**src/rtl/kbd_scancode_fifo.sv**
```systemverilog
// kbd_scancode_fifo: buffers PS/2 scancodes in a DEPTH x 8 circular FIFO and
// exposes them to the OTTER MCU as memory-mapped IO.
// Latency: a scancode is visible on RD_DATA and INTR pulses one edge after the
// KBD_INTRPT rising edge is sampled.
// Backpressure: when the FIFO is full, a push with no simultaneous pop is dropped
// and the sticky OVERFLOW flag is set.
// Ports: CLK/RST_N (async active-low); KBD_INTRPT/SCANCODE from the keyboard driver;
//        IOBUS_ADDR/RD/WR/OUT from the MCU; RD_DATA to the IOBUS input mux;
//        INTR is a one-cycle pulse per accepted scancode.
// Option: define KBD_BREAK_FILTER_EN to drop 0xF0 and the byte that follows it,
//         so only make codes reach the CPU.
module kbd_scancode_fifo #(
    parameter int          DEPTH   = 16,
    parameter logic [31:0] DATA_AD = 32'h11000100,
    parameter logic [31:0] STAT_AD = 32'h11000104
) (
    input  logic        CLK,
    input  logic        RST_N,
    input  logic        KBD_INTRPT,
    input  logic [7:0]  SCANCODE,
    input  logic [31:0] IOBUS_ADDR,
    input  logic        IOBUS_RD,
    input  logic        IOBUS_WR,
    input  logic [31:0] IOBUS_OUT,
    output logic [31:0] RD_DATA,
    output logic        INTR
);
    localparam int AW = $clog2(DEPTH);
    localparam int CW = AW + 1;

    logic [7:0]    mem_q [DEPTH];
    logic [AW-1:0] head_q, head_d, tail_q, tail_d;
    logic [CW-1:0] count_q, count_d;
    logic          ovf_q, ovf_d;
    logic          intr_q, intr_d;
    logic          kbd_q;

    logic push_evt, push_req, pop_req, push_ok;
    logic flush, clr_ovf, ovf_set;
    logic empty, full;
    logic [4:0] cnt5;
    logic unused_ok;

    // Only bits [1:0] of a status write carry meaning.
    assign unused_ok = ^IOBUS_OUT[31:2];

    assign empty    = (count_q == '0);
    assign full     = (count_q == CW'(DEPTH));
    assign push_evt = KBD_INTRPT & ~kbd_q;

`ifdef KBD_BREAK_FILTER_EN
    typedef enum logic {F_IDLE, F_BREAK} filt_e;
    filt_e filt_q, filt_d;

    // 0xF0 arms the filter; the following break-code byte is swallowed.
    always_comb begin
        filt_d   = filt_q;
        push_req = 1'b0;
        if (push_evt) begin
            case (filt_q)
                F_IDLE: begin
                    if (SCANCODE == 8'hF0) filt_d = F_BREAK;
                    else                   push_req = 1'b1;
                end
                F_BREAK: filt_d = F_IDLE;
                default: filt_d = F_IDLE;
            endcase
        end
    end

    always_ff @(posedge CLK or negedge RST_N) begin
        if (!RST_N) filt_q <= F_IDLE;
        else        filt_q <= filt_d;
    end
`else
    assign push_req = push_evt;
`endif

    assign pop_req = IOBUS_RD & (IOBUS_ADDR == DATA_AD) & ~empty;
    assign flush   = IOBUS_WR & (IOBUS_ADDR == STAT_AD) & IOBUS_OUT[1];
    assign clr_ovf = IOBUS_WR & (IOBUS_ADDR == STAT_AD) & IOBUS_OUT[0];
    // A pop in the same cycle frees the slot, so a push into a full FIFO still lands.
    assign push_ok = push_req & ~flush & (~full | pop_req);
    assign ovf_set = push_req & ~flush & full & ~pop_req;

    always_comb begin
        head_d  = head_q;
        tail_d  = tail_q;
        count_d = count_q;
        ovf_d   = ovf_q;
        intr_d  = push_ok;
        if (flush) begin
            head_d  = '0;
            tail_d  = '0;
            count_d = '0;
        end else begin
            if (pop_req) head_d = head_q + AW'(1);
            if (push_ok) tail_d = tail_q + AW'(1);
            if (push_ok && !pop_req)      count_d = count_q + CW'(1);
            else if (!push_ok && pop_req) count_d = count_q - CW'(1);
        end
        // Set takes priority over a clear in the same cycle.
        if (clr_ovf) ovf_d = 1'b0;
        if (ovf_set) ovf_d = 1'b1;
    end

    always_ff @(posedge CLK or negedge RST_N) begin
        if (!RST_N) begin
            head_q  <= '0;
            tail_q  <= '0;
            count_q <= '0;
            ovf_q   <= 1'b0;
            intr_q  <= 1'b0;
            kbd_q   <= 1'b0;
        end else begin
            head_q  <= head_d;
            tail_q  <= tail_d;
            count_q <= count_d;
            ovf_q   <= ovf_d;
            intr_q  <= intr_d;
            kbd_q   <= KBD_INTRPT;
        end
    end

    // Storage needs no reset: entries are only readable while count says so.
    always_ff @(posedge CLK) begin
        if (push_ok) mem_q[tail_q] <= SCANCODE;
    end

    assign cnt5 = 5'(count_q);

    always_comb begin
        RD_DATA = '0;
        if (IOBUS_ADDR == DATA_AD) begin
            if (!empty) RD_DATA = {23'b0, 1'b1, mem_q[head_q]};
        end else if (IOBUS_ADDR == STAT_AD) begin
            RD_DATA = {19'b0, cnt5, 5'b0, ovf_q, full, empty};
        end
    end

    assign INTR = intr_q;

endmodule
```
**config.mk**
```make
export PLATFORM = sky130hd
export DESIGN_NAME = kbd_scancode_fifo
export DESIGN_NICKNAME = d
export VERILOG_FILES = /design/src/rtl/kbd_scancode_fifo.sv
export SDC_FILE = /design/constraint.sdc
export NUM_CORES = 1
export LEC_CHECK = 0
export ABC_AREA = 1
export ABC_CLOCK_PERIOD_IN_PS = 2530
export CAP_MARGIN = 20
export CORE_AREA = 2 2 114 116
export DETAILED_ROUTE_END_ITERATION = 16
export DIE_AREA = 0 0 116 118
export HOLD_SLACK_MARGIN = 0.12
export PLACE_DENSITY = 0.89
export SYNTH_ARGS = -nofsm -noshare
export SYNTH_HDL_FRONTEND = slang
export SYNTH_SLANG_ARGS = --single-unit
```
**constraint.sdc**
```tcl
create_clock -name CLK -period 2.53 [get_ports CLK]
set_input_delay 0.3795 -clock CLK [delete_from_list [all_inputs] [get_ports CLK]]
set_output_delay 0.3795 -clock CLK [all_outputs]
set_load 0.02 [all_outputs]
```
Word level (Yosys, flattened, before mapping). Memories as Yosys holds them, arrays and structs flattened. Index checks and enable logic that the tools add are counted.

Flip-flop bits (word level): 16. Latch bits: 0. Input port bits: 77. Bits in read-only memories: 0. Output and inout bits: 33. Bits in writable memories: 128. Memories: 1.

Shift-type cells: 0. Add/subtract/negate cells: 4. $mul: 0. Reductions and logical operators: 9. Bitwise operators: 16. Divide/modulo/power cells: 0. Multiplexer cells: 14. Equality and inequality tests: 3. $lt $le $gt $ge: 0.

Memories: mem_q (words 16, width 8, read ports 1, clocked after Yosys merged registers in 0, wr ports 1, RTL line 31) `logic [7:0] mem_q [DEPTH];`.

Operator list (count): $eq A32 B29 Y1 const B (2); $mux W32 (1); $mux W4 (4); $mux W5 (3); $mux W13 (1); $and A1 B1 Y1 (10); $mux W9 (1); $add A4 B1 Y4 const B (2); $reduce_bool A2 Y1 (3); $add A5 B1 Y5 const B (1); $eq A5 B5 Y1 const B (1); $logic_not A5 Y1 (1); $not A1 Y1 (5); $sub A5 B1 Y5 const B (1); $mux W1 (4); $reduce_bool A3 Y1 (1); $logic_and A1 B1 Y1 (2); $logic_not A1 Y1 (2); $or A1 B1 Y1 (1).

Logic depth before layout (Yosys ltp).
Depth after elaboration: 11. Gate-level depth with buffers: 17. Gate-level depth less buffers: 17.

Worst setup path before layout. Ideal clock, no wire load.

Path kind: register to register. Start point: register count_q[0], in the netlist cnt5[0]. End point: register count_q[4], in the netlist cnt5[4]. Clock period less this slack: 2.262 ns. Setup time: 0.116 ns. Stages on the path, launching flop included: 16. Arrival time: 2.145 ns. Setup slack: 0.268 ns. Buffers on the path: 0. Path through: dfrtp_1 -> inv_1 -> nand3_1 -> nor2_1 -> nor2_2 -> nand3_4 -> nand4_2 -> fa_1 -> nand3_1 -> nand2_1 -> xor2_1 -> inv_1 -> nand2_1 -> nand2_1 -> nand2_1 -> nand2_1.

Word-level cells in the longest chain between the ends: 8. Elaborated cells on any way between the ends: 17. Classes of those cells: 2 x add/sub; 1 x eq/ne; 3 x mux; 5 x bitwise; 6 x reduce/logical.

Ends and longest elaborated chain: start, declared (RTL line 33) `logic [CW-1:0] count_q, count_d;`; start signal, assigned (RTL line 118) `count_q <= count_d;`; parallel branches: the longest is 8 deep, another holds $sub A5 B1 Y5.

Parallel ways; which one is timed is not known. The select of a mux whose other input is x is not followed. A chain may end at the register's enable or synchronous reset.

Worst setup path in the final report.
Start point: input port IOBUS_ADDR[8]. End point: output port RD_DATA[3].

Word-level cells in the longest chain between the ends: 2.

Ends and longest elaborated chain: start, declared (RTL line 21) `input logic [31:0] IOBUS_ADDR,`; $eq A32 B29 Y1 (RTL line 134) `if (IOBUS_ADDR == DATA_AD) begin`; $mux W32 (RTL line 134); end, declared (RTL line 25) `output logic [31:0] RD_DATA,`.

Every way passes these cells.

==> results_dict.tcl <==
set metrics [dict create \
    status "complete, no violations" \
    max-clock-path-buffers 2 \
    drv_slew 0 \
    r2r_slack_ns 0.12 \
    drt-pass1-iter-count 7 \
    area_growth_syn_to_layout_pct 27.6 \
    ff2ff_path_depth 15 \
    vias 4973 \
    hp-class "in2async" \
    critPathSlowestCell "clkdlybuf4s50_1" \
    overflow 0 \
    first_iter_violations 498 \
    grtUsageTotal_pct 25.2 \
    syn_inst 582 \
    endpoint_kind "primary output" \
    crit_type "in2out" \
    slew_headroom_pct 45.0 \
    n_antenna_cell 0 \
    setup_viol 0 \
    dp_hpwl_um 10300 \
    synth-seq-cells 144 \
    die_y_um 118 \
    grt_max_degree 36 \
    critPathLaunchType "input pin" \
    syn_area_mm2 0.00645 \
    final_common_cell "edfxtp_1" \
    tightestPinTransition_ns 0.823 \
    avgSynthCellArea_um2 11.1 \
    critPathRequiredTime_ns 2.15 \
    clk_pin_slew_ns 0.06 \
    ys.flop_type "edfxtp_1" \
    ios 110 \
    antenna_found_initial 0 \
    cp_top_family "buffers and inverters" \
    synth_top_area_share_pct 59.6 \
    core_area_mm2 0.0124 \
    wl_per_cell_um 19.9 \
    ctsHoldBuffers 0 \
    synth.distinct_cells 36 \
    min_period_ns 2.51 \
    fillers 815 \
    portBuffers 60 \
    htree_levels 4 \
    crit_fanout 8 \
    dp.cells 832 \
    yosys_warnings 0 \
    layout-drive-gt1-share_pct 18.8 \
    async_flop_share_pct 11.1 \
    r2r_end "cnt5[4]" \
    finalWirelength_um 17300 \
    worstPathCellList "clkdlybuf4s50_1, inv_1, nor2_1, nand2_1, nor2_2, nand2_1, nor2_4, nand2_1, inv_4, nand2_1, a31oi_2, buf_4" \
    worst_ep_arrival_time_ns 2.13 \
    r2r_start "cnt5[2]" \
    final_cell_mix "edfxtp_1, nor2_1, nand2_1" \
    insertion_delay_ns 0.43 \
    final_area_mm2 0.00824 \
    max_freq_ghz 0.398 \
    worst_path_most_repeated_cell "nand2_1" \
    rsz0062_at_grt "true" \
    ant_nets 0 \
    final_cells 870 \
    final_util_pct 66.3 \
    gp_congestion 0.903 \
    p_leak_nw 3.11 \
    finalHoldViolations 0 \
    ys_seq_area_share_pct 65.8 \
    netlist_top_cells_area "edfxtp_1, nor2_1, dfrtp_1" \
    powerDensity_mw_per_mm2 766 \
    placed_area_mm2 0.00746 \
    fin_nets 772 \
    grt_first_pass_wirelength_um 25700 \
    critPathBufInv 4 \
    grt_pass1_vias 4883 \
    total_power_mw 6.31 \
    drc_errors 0 \
    die-area_mm2 0.0137 \
    initial_core_util_pct 52.0 \
    row_count 41 \
    fin_crit_sh_pct 99.4 \
    synth-edff-count 128 \
    routed_via_density 5.72 \
    slowest_delay_ns 0.46 \
    clock-sinks 144 \
    whs_ns 0.437 \
    root_buffer "clkbuf_16" \
    cts_tree "done" \
    cts_buffers 17 \
    peakVddDrop_mv 0.742 \
    synth_area_leader_cell "edfxtp_1" \
    maxCapViolations 0 \
    dieWidth_um 116 \
    clock_skew_ns 0.0134 \
]
-- stage by stage --
stage / TNS, ns / worst slack (ns)
floorplan: 0 / 0.268
global placement: -3.82 / -0.369
detailed placement: -11.12 / -0.469
CTS: 0 / 0.00271
global route: -0.124 / -0.0509
finish: 0 / 0.0164
-- repair_timing --
item,in CTS,in global routing
resized for setup,58,31
buffers inserted,1,1
cloned,1,3
endpoints found under the setup margin,13,14
pin swaps,3,9
-- logic make-up (layout without fill, tap and decap cells) --
| logic type | count (synthesis) | count (layout) | share of synthesized area [%] |
|---|---|---|---|
| compound gates | 120 | 120 | 10.4 |
| xor+xnor | 5 | 5 | 0.679 |
| fa+ha+maj | 10 | 10 | 2.06 |
| buf+inv | 72 | 170 | 5.45 |
| flops | 144 | 144 | 65.8 |
| other cells | 1 | 19 | 0.0581 |
| simple gates | 230 | 230 | 15.6 |
-- state kept, by name, summed over array words and instances, names as in the netlist --
| register | count |
|---|---|
| cnt5 | 5 |
| INTR | 1 |
| mem_q | 128 |
| tail_q | 4 |
| kbd_q | 1 |
| head_q | 4 |
| ovf_q | 1 |
-- cells in the mapped netlist (all sizes together), types with 9 or more instances --
cell    instances
nor2          113
o21ai          77
o22ai          32
buf            25
dfrtp          16
nand2          89
nand3          24
inv            26
edfxtp        128
ha              9
clkbuf         19
-- area by class of cell --
class                      instances  area [µm²]  area share (%)
clock buffer                      18         429            5.21
clock inverter                    14         165            2.01
inverter                          28         114            1.38
multi-input combinational        384        1990            24.1
sequential                       144        4250            51.5
tap                              172         215            2.61
timing repair buffer             110        1080            13.1
-- worst max path at each step --
stage | from | to | slack (ns) | depth (start not counted)
5_1_grt | IOBUS_ADDR[3] | RD_DATA[3] | -0.05 | 11
3_3_place_gp | IOBUS_ADDR[8] | RD_DATA[3] | -0.37 | 12
3_5_place_dp | IOBUS_ADDR[8] | RD_DATA[3] | -0.47 | 12
6_report | IOBUS_ADDR[8] | RD_DATA[3] | 0.02 | 12
2_1_floorplan | cnt5[0] | cnt5[4] | 0.27 | 15
4_1_cts | IOBUS_ADDR[28] | RD_DATA[10] | 0.003 | 12
-- power breakdown --
group / switching [mW] / internal (mW) / total (mW)
logic: 0.543 / 0.369 / 0.912
registers: 0.109 / 2.76 / 2.87
clock network: 0.978 / 1.55 / 2.53
total: 1.63 / 4.68 / 6.31
-- metal layers --
metal  track usage [%]  vias to the layer above  wire length [µm]
li1                  -                     2208                 -
met1              29.8                     2343              5960
met2              42.9                      358              8930
met3              6.18                       64              1790
met4              11.5                        0               664
met5                 0                        -                 0
Power figures use the tool's default switching activity.
==> edit, RTL diff (same flow settings) <==
`DEPTH`: 16 -> 8.
--- a/src/rtl/kbd_scancode_fifo.sv
+++ b/src/rtl/kbd_scancode_fifo.sv
@@ -10,7 +10,7 @@
 // Option: define KBD_BREAK_FILTER_EN to drop 0xF0 and the byte that follows it,
 //         so only make codes reach the CPU.
 module kbd_scancode_fifo #(
-    parameter int          DEPTH   = 16,
+    parameter int          DEPTH   = 8,
     parameter logic [31:0] DATA_AD = 32'h11000100,
     parameter logic [31:0] STAT_AD = 32'h11000104
 ) (
Behaviour: same outputs for any inputs over 10 cycles, from zero or initial values and one cycle with RST_N low; that may be too few to reach the edited logic, so the function may still have changed.
==> edit against the unedited design <==
  * Combinational power fell by 31%
  * Critical path depth rose by 8
  * Final area fell by 39%
  * Synthesized cell count fell by 37%
  * Power fell by 45%
  * Wire length fell by 49%
  * Largest power group unchanged
  * Setup slack improved by 0.11 ns
  * Via count fell by 40%
  * Synthesized area fell by 42%
  * Sequential cell count fell by 67
==> edit: results (changes against the unedited design) <==
Routing
  – Total Wirelength: 8.904 mm (-49%)
  – Routed length on met1: 3.433 mm (-42%)
  – DRT Pass-1 Iters: 4 (-3)
  – First DRT Iteration DRCs: 263 (-47%)
  – Routed wl met3: 928 µm (-48%)
  – WL met2: 4.333 mm (-51%)
  – Vias/cell: 4.582 (-20%)

GRT
  – M2 GR Usage: 0.2211 (-0.2076)
  – Number of global-route vias before repair: 2785 (-43%)
  – Pin count of the biggest net entering global routing: 17 (-53%)
  – Met1 usage: 0.1445 (-0.1534)
  – Global routing usage on met3: 0.03656 (-0.02523)
  – First-pass GRT wire length: 13.32 mm (-48%)

Finish
  – Layout cell share with drive strength beyond 1: 0.2038 (+0.01610)
  – Final net count: 553 (-28%)

Placement
  – Port Buf Inserts: 59 (-1.7%)
  – Placed standard-cell area: 4752 µm² (-36%)
  – Placer Congestion: 0.8509 (-5.8%)
  – Dpl hpwl: 6.300 mm (-39%)

Clocking
  – Num CTS Buffers: 9 (-8)
  – H-tree Lvls: 3 (-1)
  – Post-CTS setup buffers: 0 (-1)
  – Resize count post-CTS: 27 (-53%)

Logic synthesis
  – Register area share after synthesis: 0.6043 (-0.05331)
  – Post-Synth Adder-Cell Area: 0.01884 (-0.001708)
  – EDFF count, synth: 64 (-50%)
  – Synth top cells by count: nor2_1, edfxtp_1, nand2_1
  – XOR/XNOR share of the synthesized area: 0.004711 (-0.002075)

Critical path
  – Worst setup startpoint: IOBUS_ADDR[28]
  – CP delay by family, top: simple AND/OR/NAND/NOR gates
  – Data arrival, critical path: 2.63 ns (+0.50 ns)
  – Crit Path Max Fanout: 4 (-4)
  – R2r endpoint: count_q[3]

Outcome
  – Status: completed

STA
  – Clock Skews: 0.006352 ns (-0.007027 ns)
  – Rel. slew slack: 0.5961 (+0.1465)

Power and ir drop
  – VDD IR max: 0.0002926 V (-61%)
-- edit: cell families (layout without fill, tap and decap cells) --
| group | after synthesis | after routing |
|---|---|---|
| flops | 77 | 77 |
| xor+xnor | 2 | 2 |
| buf+inv | 54 | 143 |
| fa+ha+maj | 5 | 5 |
| simple gates | 171 | 171 |
| other cells | 1 | 20 |
| compound gates | 58 | 58 |
-- edit: stage by stage --
stage               setup WS [ns]  instances  power, µW
global placement          -0.3418        631       2195
CTS                      0.005108        647       3421
global route             -0.09069        648       3596
finish                     0.1270        648       3439
detailed placement        -0.3840        631       2219
floorplan                  0.4190        387       1991
-- edit: cell type report --
cell class	count	area [µm²]
fillers	1175	7368
flip-flops and latches	77	2250
multi-input cells	256	1299
repair buffers	103	900.9
clock buffers	9	225.2
well taps	172	215.2
inverters	24	92.59
clock inverters	7	63.81
-- edit: where the power goes --
part           switching, µW  total [µW]  internal (µW)
combinational            357         633            276
clock                    529        1210            685
sequential              78.8        1590           1510
total                    965        3440           2470
